<file path="src/rtl/bp_axil_mmio_mailbox.sv">
// bp_axil_mmio_mailbox: AXI4-Lite MMIO mailbox between the BP MMIO
// serializer and the host; request words out to host, responses back in.
module bp_axil_mmio_mailbox #(
   parameter int S_AXIL_ADDR_WIDTH = 64,
   parameter int S_AXIL_DATA_WIDTH = 32,
   parameter int req_els_p         = 64,
   parameter int resp_els_p        = 16
) (
   input  logic                           s_axil_aclk,
   input  logic                           s_axil_aresetn,
   input  logic [S_AXIL_ADDR_WIDTH-1:0]   s_axil_awaddr,
   input  logic                           s_axil_awvalid,
   output logic                           s_axil_awready,
   input  logic [2:0]                     s_axil_awprot,
   input  logic [S_AXIL_DATA_WIDTH-1:0]   s_axil_wdata,
   input  logic                           s_axil_wvalid,
   output logic                           s_axil_wready,
   input  logic [S_AXIL_DATA_WIDTH/8-1:0] s_axil_wstrb,
   output logic [1:0]                     s_axil_bresp,
   output logic                           s_axil_bvalid,
   input  logic                           s_axil_bready,
   input  logic [S_AXIL_ADDR_WIDTH-1:0]   s_axil_araddr,
   input  logic                           s_axil_arvalid,
   output logic                           s_axil_arready,
   input  logic [2:0]                     s_axil_arprot,
   output logic [S_AXIL_DATA_WIDTH-1:0]   s_axil_rdata,
   output logic [1:0]                     s_axil_rresp,
   output logic                           s_axil_rvalid,
   input  logic                           s_axil_rready,
   input  logic                           req_v_i,
   input  logic [31:0]                    req_data_i,
   output logic                           req_ready_and_o,
   output logic                           resp_v_o,
   output logic [31:0]                    resp_data_o,
   input  logic                           resp_yumi_i
);

   localparam int DW      = S_AXIL_DATA_WIDTH;
   localparam int SW      = S_AXIL_DATA_WIDTH / 8;
   localparam int REQ_PW  = $clog2(req_els_p);
   localparam int REQ_CW  = $clog2(req_els_p + 1);
   localparam int RESP_PW = $clog2(resp_els_p);
   localparam int RESP_CW = $clog2(resp_els_p + 1);

   localparam logic [1:0] OKAY   = 2'b00;
   localparam logic [1:0] SLVERR = 2'b10;
   localparam logic [1:0] DECERR = 2'b11;

   typedef enum logic [1:0] {
      W_IDLE,
      W_ADDR,
      W_DATA,
      W_RESP
   } w_state_e;

   typedef enum logic {
      R_IDLE,
      R_RESP
   } r_state_e;

   w_state_e w_state;
   r_state_e r_state;

   logic unused;
   assign unused = ^{s_axil_awprot, s_axil_arprot,
                     s_axil_awaddr[S_AXIL_ADDR_WIDTH-1:12],
                     s_axil_araddr[S_AXIL_ADDR_WIDTH-1:12]};

   // ---------------- request FIFO state ----------------
   logic [31:0]       req_mem [req_els_p];
   logic [REQ_PW-1:0] req_wptr, req_rptr;
   logic [REQ_CW-1:0] req_cnt, req_cnt_nxt;
   logic              req_rdy_q;
   logic              req_push, req_pop;

   // ---------------- response FIFO state ----------------
   logic [31:0]        resp_mem [resp_els_p];
   logic [RESP_PW-1:0] resp_wptr, resp_rptr;
   logic [RESP_CW-1:0] resp_cnt, resp_cnt_nxt;
   logic               resp_v_q;
   logic               resp_push, resp_pop, resp_full;

   // ---------------- write path ----------------
   logic [11:0]   w_addr_q, w_addr_eff;
   logic [DW-1:0] w_data_q, w_data_eff;
   logic [SW-1:0] w_strb_q, w_strb_eff;
   logic          aw_hs, w_hs, w_fire;
   logic          w_is_resp, w_full_strb;
   logic [1:0]    w_bresp_nxt;

   // ---------------- read path ----------------
   logic [11:0]   ar_addr;
   logic          ar_hs;
   logic [DW-1:0] r_rdata_nxt;
   logic [1:0]    r_rresp_nxt;

   function automatic logic [REQ_PW-1:0] req_inc(input logic [REQ_PW-1:0] p);
      return (p == REQ_PW'(req_els_p - 1)) ? '0 : p + REQ_PW'(1);
   endfunction

   function automatic logic [RESP_PW-1:0] resp_inc(input logic [RESP_PW-1:0] p);
      return (p == RESP_PW'(resp_els_p - 1)) ? '0 : p + RESP_PW'(1);
   endfunction

   assign aw_hs = s_axil_awvalid & s_axil_awready;
   assign w_hs  = s_axil_wvalid & s_axil_wready;
   assign ar_hs = s_axil_arvalid & s_axil_arready;

   assign req_ready_and_o = req_rdy_q;
   assign resp_v_o        = resp_v_q;
   assign resp_data_o     = resp_v_q ? resp_mem[resp_rptr] : '0;

   // Merge latched and live channel fields; flag the cycle entering W_RESP
   always_comb begin
      w_fire     = 1'b0;
      w_addr_eff = w_addr_q;
      w_data_eff = w_data_q;
      w_strb_eff = w_strb_q;
      case (w_state)
         W_IDLE: begin
            w_fire     = aw_hs & w_hs;
            w_addr_eff = s_axil_awaddr[11:0];
            w_data_eff = s_axil_wdata;
            w_strb_eff = s_axil_wstrb;
         end
         W_ADDR: begin
            w_fire     = w_hs;
            w_data_eff = s_axil_wdata;
            w_strb_eff = s_axil_wstrb;
         end
         W_DATA: begin
            w_fire     = aw_hs;
            w_addr_eff = s_axil_awaddr[11:0];
         end
         default: ;
      endcase
   end

   // Decide the write outcome; full is judged on registered occupancy
   always_comb begin
      w_is_resp   = (w_addr_eff == 12'h004);
      w_full_strb = (w_strb_eff == {SW{1'b1}});
      resp_full   = (resp_cnt == RESP_CW'(resp_els_p));
      resp_push   = w_fire & w_is_resp & w_full_strb & ~resp_full;
      if (!w_is_resp)
         w_bresp_nxt = DECERR;
      else if (w_full_strb && !resp_full)
         w_bresp_nxt = OKAY;
      else
         w_bresp_nxt = SLVERR;
   end

   // Write channel FSM with registered ready/valid/resp outputs
   always_ff @(posedge s_axil_aclk or negedge s_axil_aresetn) begin
      if (!s_axil_aresetn) begin
         w_state        <= W_IDLE;
         s_axil_awready <= 1'b0;
         s_axil_wready  <= 1'b0;
         s_axil_bvalid  <= 1'b0;
         s_axil_bresp   <= OKAY;
         w_addr_q       <= '0;
         w_data_q       <= '0;
         w_strb_q       <= '0;
      end else if (w_fire) begin
         w_state        <= W_RESP;
         s_axil_awready <= 1'b0;
         s_axil_wready  <= 1'b0;
         s_axil_bvalid  <= 1'b1;
         s_axil_bresp   <= w_bresp_nxt;
      end else begin
         case (w_state)
            W_IDLE: begin
               if (aw_hs) begin
                  w_state        <= W_ADDR;
                  w_addr_q       <= s_axil_awaddr[11:0];
                  s_axil_awready <= 1'b0;
                  s_axil_wready  <= 1'b1;
               end else if (w_hs) begin
                  w_state        <= W_DATA;
                  w_data_q       <= s_axil_wdata;
                  w_strb_q       <= s_axil_wstrb;
                  s_axil_awready <= 1'b1;
                  s_axil_wready  <= 1'b0;
               end else begin
                  s_axil_awready <= 1'b1;
                  s_axil_wready  <= 1'b1;
               end
            end
            W_RESP: begin
               if (s_axil_bready) begin
                  w_state        <= W_IDLE;
                  s_axil_bvalid  <= 1'b0;
                  s_axil_awready <= 1'b1;
                  s_axil_wready  <= 1'b1;
               end
            end
            default: ;
         endcase
      end
   end

   // Read decode at AR acceptance; a 0xC read pops the request head
   always_comb begin
      ar_addr     = s_axil_araddr[11:0];
      r_rdata_nxt = '0;
      r_rresp_nxt = DECERR;
      req_pop     = 1'b0;
      unique case (1'b1)
         (ar_addr == 12'h008): begin
            r_rdata_nxt = DW'(req_cnt);
            r_rresp_nxt = OKAY;
         end
         (ar_addr == 12'h00C): begin
            if (req_cnt != '0) begin
               r_rdata_nxt = req_mem[req_rptr];
               r_rresp_nxt = OKAY;
               req_pop     = ar_hs;
            end else begin
               r_rresp_nxt = SLVERR;
            end
         end
         (ar_addr == 12'h004): begin
            r_rdata_nxt = DW'(resp_cnt);
            r_rresp_nxt = OKAY;
         end
         default: ;
      endcase
   end

   // Read channel FSM; data and resp held until rready
   always_ff @(posedge s_axil_aclk or negedge s_axil_aresetn) begin
      if (!s_axil_aresetn) begin
         r_state        <= R_IDLE;
         s_axil_arready <= 1'b0;
         s_axil_rvalid  <= 1'b0;
         s_axil_rdata   <= '0;
         s_axil_rresp   <= OKAY;
      end else begin
         case (r_state)
            R_IDLE: begin
               if (ar_hs) begin
                  r_state        <= R_RESP;
                  s_axil_arready <= 1'b0;
                  s_axil_rvalid  <= 1'b1;
                  s_axil_rdata   <= r_rdata_nxt;
                  s_axil_rresp   <= r_rresp_nxt;
               end else begin
                  s_axil_arready <= 1'b1;
               end
            end
            R_RESP: begin
               if (s_axil_rready) begin
                  r_state        <= R_IDLE;
                  s_axil_rvalid  <= 1'b0;
                  s_axil_arready <= 1'b1;
               end
            end
            default: ;
         endcase
      end
   end

   assign req_push = req_v_i & req_rdy_q;

   always_comb begin
      case ({req_push, req_pop})
         2'b10:   req_cnt_nxt = req_cnt + REQ_CW'(1);
         2'b01:   req_cnt_nxt = req_cnt - REQ_CW'(1);
         default: req_cnt_nxt = req_cnt;
      endcase
   end

   // Request FIFO pointers/count; ready follows registered fullness only
   always_ff @(posedge s_axil_aclk or negedge s_axil_aresetn) begin
      if (!s_axil_aresetn) begin
         req_wptr  <= '0;
         req_rptr  <= '0;
         req_cnt   <= '0;
         req_rdy_q <= 1'b0;
      end else begin
         if (req_push) req_wptr <= req_inc(req_wptr);
         if (req_pop)  req_rptr <= req_inc(req_rptr);
         req_cnt   <= req_cnt_nxt;
         req_rdy_q <= (req_cnt_nxt != REQ_CW'(req_els_p));
      end
   end

   // Request FIFO storage
   always_ff @(posedge s_axil_aclk) begin
      if (req_push) req_mem[req_wptr] <= req_data_i;
   end

   assign resp_pop = resp_yumi_i & resp_v_q;

   always_comb begin
      case ({resp_push, resp_pop})
         2'b10:   resp_cnt_nxt = resp_cnt + RESP_CW'(1);
         2'b01:   resp_cnt_nxt = resp_cnt - RESP_CW'(1);
         default: resp_cnt_nxt = resp_cnt;
      endcase
   end

   // Response FIFO pointers/count; AXI push and BP yumi may coincide
   always_ff @(posedge s_axil_aclk or negedge s_axil_aresetn) begin
      if (!s_axil_aresetn) begin
         resp_wptr <= '0;
         resp_rptr <= '0;
         resp_cnt  <= '0;
         resp_v_q  <= 1'b0;
      end else begin
         if (resp_push) resp_wptr <= resp_inc(resp_wptr);
         if (resp_pop)  resp_rptr <= resp_inc(resp_rptr);
         resp_cnt <= resp_cnt_nxt;
         resp_v_q <= (resp_cnt_nxt != '0);
      end
   end

   // Response FIFO storage
   always_ff @(posedge s_axil_aclk) begin
      if (resp_push) resp_mem[resp_wptr] <= 32'(w_data_eff);
   end

endmodule
</file>
<file path="config.mk">
export PLATFORM = sky130hd
export DESIGN_NAME = bp_axil_mmio_mailbox
export DESIGN_NICKNAME = d
export VERILOG_FILES = /design/src/rtl/bp_axil_mmio_mailbox.sv
export SDC_FILE = /design/constraint.sdc
export NUM_CORES = 2
export LEC_CHECK = 0
export BUFFER_PORTS_ARGS = -buffer_cell sky130_fd_sc_hd__buf_2
export CAP_MARGIN = 0
export CORE_MARGIN = 2
export CORE_UTILIZATION = 62
export CTS_CLUSTER_SIZE = 8
export DETAILED_ROUTE_END_ITERATION = 8
export PLACE_DENSITY = 0.79
export SLEW_MARGIN = 20
export SYNTH_ARGS = -nofsm -noshare
export SYNTH_HDL_FRONTEND = slang
export SYNTH_SLANG_ARGS = --single-unit
</file>
<file path="constraint.sdc">
create_clock -name s_axil_aclk -period 6.73 [get_ports s_axil_aclk]
set_input_delay 0.3365 -clock s_axil_aclk [delete_from_list [all_inputs] [get_ports s_axil_aclk]]
set_output_delay 0.3365 -clock s_axil_aclk [all_outputs]
set_load 0.1 [all_outputs]
</file>
==> impl_metrics.xml <==
<?xml version="1.0" encoding="UTF-8"?>
<metrics>
  <group name="clock_tree">
    <metric name="cts_max_level" unit="">5</metric>
    <metric name="post_cts.repair.setup_buffers" unit="">0</metric>
    <metric name="cts_num_sinks" unit="">2686</metric>
    <metric name="tritoncts" unit="">done</metric>
    <metric name="cts-root-to-sink-buffers" unit="">4</metric>
    <metric name="cts.root.buffer_cell" unit="">clkbuf_16</metric>
    <metric name="clk_pin_slew_worst_paths" unit="ns">0.05</metric>
    <metric name="clk-insertion-delay-late" unit="ns">0.98</metric>
    <metric name="cts_inserted_buffers" unit="">386</metric>
  </group>
  <group name="floorplanning">
    <metric name="number_of_ports_placed_on_the_die_boundary" unit="">286</metric>
    <metric name="fp.dieH" unit="µm">413.5</metric>
    <metric name="floorplan.core_area" unit="mm²">0.1668</metric>
    <metric name="die_w" unit="µm">413.5</metric>
    <metric name="std_cell_rows" unit="">150</metric>
    <metric name="initial_core_util" unit="">0.6231</metric>
    <metric name="die_area" unit="mm²">0.1710</metric>
  </group>
  <group name="yosys">
    <metric name="synth_async_sr_flop_share" unit="">0.04691</metric>
    <metric name="post_synth_mux_area_share" unit="">0.1679</metric>
    <metric name="synth_cell_type_count" unit="">79</metric>
    <metric name="ys.warnings.count" unit="">0</metric>
    <metric name="postSynthCellCount" unit="">4682</metric>
    <metric name="syn-num-nets" unit="">4910</metric>
    <metric name="synthSimpleGateAreaFrac" unit="">0.02316</metric>
    <metric name="synth_enable_flop_cells" unit="">2560</metric>
    <metric name="synthFlopType" unit="">edfxtp_1</metric>
    <metric name="postSynthRegisterBits" unit="">2686</metric>
    <metric name="synth.top_cell.area_share" unit="">0.7394</metric>
    <metric name="syn-cell-area" unit="mm²">0.1040</metric>
    <metric name="portion_of_the_post_synthesis_area_used_by_sequential_elements" unit="">0.7698</metric>
    <metric name="synthesized_area_fraction_occupied_by_ao_oa_aoi_and_oai_cells" unit="">0.02109</metric>
    <metric name="cell_type_with_the_highest_aggregate_area_in_the_netlist" unit="">edfxtp_1</metric>
    <metric name="synth.top_cells.by_area" unit="">edfxtp_1 (74%), mux4_2 (14%), dfrtp_1 (3.0%)</metric>
    <metric name="synth.avg_cell_area" unit="µm²">22.20</metric>
    <metric name="largest_family_of_logic_cells_by_synthesized_area" unit="">multiplexers</metric>
    <metric name="post_synth_fa_ha_maj_area_fraction" unit="">0.002118</metric>
    <metric name="synthXorXnorAreaFrac" unit="">0.001601</metric>
  </group>
  <group name="sta">
    <metric name="tightest_slew" unit="ns">1.172</metric>
    <metric name="fmax" unit="MHz">223.5</metric>
    <metric name="worst_hold_slack_after_final_layout" unit="ns">-0.0005571</metric>
    <metric name="finalSetupViolCount" unit="">0</metric>
    <metric name="layout_min_cycle_time" unit="ns">4.474</metric>
    <metric name="skew" unit="ns">0.08272</metric>
    <metric name="setup_repair_after_global_routing_missed_its_margin" unit="">no</metric>
    <metric name="setup_tns" unit="ns">0</metric>
    <metric name="final_min_period_over_clock_period" unit="">0.6648</metric>
    <metric name="timing_max_transition_violations_final" unit="">0</metric>
    <metric name="report.final.hold_viol_count" unit="">1</metric>
    <metric name="slew-limit-headroom" unit="">0.2156</metric>
  </group>
  <group name="setup_path">
    <metric name="criticalPathCategory" unit="">register to output pin</metric>
    <metric name="critical_path_startpoint_category" unit="">register</metric>
    <metric name="element_type_at_the_critical_path_end" unit="">output pin</metric>
    <metric name="ff2ff_path_depth" unit="">7</metric>
    <metric name="data_required_time_at_the_worst_endpoint" unit="ns">6.39</metric>
    <metric name="worst-endpoint-arrival" unit="ns">4.14</metric>
    <metric name="critical_path.max_fanout" unit="">40</metric>
  </group>
  <group name="finish">
    <metric name="drive_above_1_share" unit="">0.2919</metric>
    <metric name="area.growth.synth_to_final" unit="%">14.84</metric>
    <metric name="layout_commonest_cell" unit="">edfxtp_1</metric>
    <metric name="nNetsFinal" unit="">5435</metric>
    <metric name="mostFrequentLayoutCells" unit="">edfxtp_1 (2560), mux4_2 (667), clkbuf_16 (392)</metric>
    <metric name="final_cell_count_no_fill" unit="">7601</metric>
  </group>
  <group name="drt">
    <metric name="drt_first_pass_iters" unit="">8</metric>
    <metric name="drt-vias-per-instance" unit="">7.164</metric>
    <metric name="highest_layer" unit="">met5</metric>
    <metric name="wl_met1" unit="µm">94560</metric>
    <metric name="post_drt_wl_per_cell" unit="µm">36.70</metric>
    <metric name="via_count" unit="">54460</metric>
    <metric name="post-route-drc-count" unit="">0</metric>
    <metric name="postRouteWirelength" unit="µm">279000</metric>
    <metric name="final_antenna_net_count" unit="">0</metric>
    <metric name="route.met2.wl" unit="µm">137900</metric>
    <metric name="detailroute.wirelength.met3" unit="µm">33070</metric>
    <metric name="drt_iter0_markers" unit="">8663</metric>
  </group>
  <group name="min_path">
    <metric name="worst_hold_path.num_cells" unit="">1</metric>
    <metric name="timing.hold.worst.class" unit="">input pin to register</metric>
  </group>
  <group name="global_route">
    <metric name="gr-usage-all-layers" unit="">0.3299</metric>
    <metric name="grt_antenna_before_repair" unit="">7</metric>
    <metric name="grt_start_max_net_pins" unit="">123</metric>
    <metric name="grt_pass1_wl" unit="µm">396600</metric>
    <metric name="grt_pass1_vias" unit="">55880</metric>
    <metric name="grt_remaining_overflow" unit="">0</metric>
  </group>
  <group name="outcome">
    <metric name="failed_checks" unit="">hold timing</metric>
    <metric name="run_status" unit="">complete, but fails checks</metric>
  </group>
  <group name="power_and_ir_drop">
    <metric name="static-leakage-power" unit="nW">37.99</metric>
    <metric name="power.ir.vdd_worst" unit="V">0.0003297</metric>
    <metric name="report.power.total" unit="W">0.04327</metric>
    <metric name="p_per_area" unit="mW/mm²">362.4</metric>
  </group>
  <group name="job">
    <metric name="maxCapViolations" unit="">0</metric>
  </group>
  <group name="placed_design">
    <metric name="port_buffers" unit="">175</metric>
    <metric name="detailed_placement_wirelength_estimate" unit="µm">135000</metric>
    <metric name="placed_cells" unit="">6935</metric>
    <metric name="globalplace.congestion" unit="">0.7959</metric>
  </group>
</metrics>
[cells in the mapped netlist (5+ instances only)]
cell type     n
nor2_1      117
o22ai_1      47
mux2i_1     137
a221oi_1     23
o31ai_1       6
o311ai_1      5
buf_2        74
buf_1        18
nand4_1      15
nor2b_1      28
and3_1        5
mux2_2       94
nor4_1       26
clkbuf_1     80
a22o_1        9
a211oi_1     22
nor3_1       24
inv_1        14
dfrtp_1     126
a21oi_1      44
mux4_2      667
or3_1         7
o21ai_0      26
nand2_1     119
ha_1         16
and2_1       62
nand3b_1      5
buf_6        24
nand3_1      37
o211ai_1     11
xor2_1        9
a31oi_1      11
nand2b_1     10
buf_4        57
o2111ai_1     5
edfxtp_1   2560
xnor2_1      10
a22oi_1      56
[state kept, by name (all words and copies together), names as in the netlist, 2 cells and up]
signal        flops
resp_wptr         4
s_axil_rdata     32
w_state           2
s_axil_rresp      2
s_axil_bresp      2
w_strb_q          4
req_rptr          6
w_addr_q         12
w_data_q         32
resp_mem        512
req_cnt           7
resp_rptr         4
req_wptr          6
req_mem        2048
resp_cnt          5
[through the flow]
stage / utilization / instance area [µm²] / worst slack, ns
2_1_floorplan: - / 104000 / 1.253
3_3_place_gp: 0.6465 / 107900 / 2.902
3_5_place_dp: 0.6465 / 107900 / 2.835
4_1_cts: 0.7135 / 119000 / 2.151
5_1_grt: 0.7155 / 119400 / 2.037
6_report: 0.7156 / 119400 / 2.256
[power by group]
group / internal (W) / total [W] / switching [W]
registers: 0.0195 / 0.0199 / 0.000448
logic: 0.00188 / 0.00615 / 0.00427
clock network: 0.0105 / 0.0172 / 0.00667
[critical path: stages (launching register included)]
cell and delay [ns]:
dfrtp_4 0.78, buf_4 0.74, mux4_2 0.62, mux4_2 0.50
and2_1 0.21, buf_2 0.30
[worst paths after layout]
| kind | slack (ns) | end | start |
|---|---|---|---|
| min reg2reg | 0.50 | w_data_q[5] | w_data_q[5] |
| max | 2.26 | resp_data_o[27] | resp_rptr[0] |
| max reg2reg | 2.68 | s_axil_rdata[1] | r_state |
| max in group asynchronous | 5.32 | w_state[1] | s_axil_aresetn |
| min | -0.0006 | req_mem[27][14] | req_data_i[14] |
| min in group asynchronous | 0.07 | req_rptr[3] | s_axil_aresetn |
[routing by layer]
metal | GRT usage | vias up
met5 | 0 | -
met2 | 0.5311 | 4499
li1 | - | 20780
met4 | 0.1458 | 8
met1 | 0.4369 | 28310
met3 | 0.07705 | 859
[area by class of cell]
class | instances | area, µm²
sequential | 2686 | 80060
fill | 8998 | 47450
multi-input combinational | 1727 | 22990
clock buffer | 567 | 10480
timing repair buffer | 390 | 2967
tap | 2204 | 2758
clock inverter | 7 | 75.07
inverter | 16 | 60.06
antenna | 4 | 10.01
[what timing repair did]
item | 4_1_cts | 5_1_grt
endpoints found under the hold margin | 592 | 795
hold buffers | 63 | 23
gates resized for setup | 0 | 0
[cells by family after synthesis]
family,Yosys count
compound gates,311
flops,2686
simple gates,482
fa+ha+maj,17
xor+xnor,19
buf+inv,269
mux,898
Note: power is estimated with default switching activity, not from simulation.
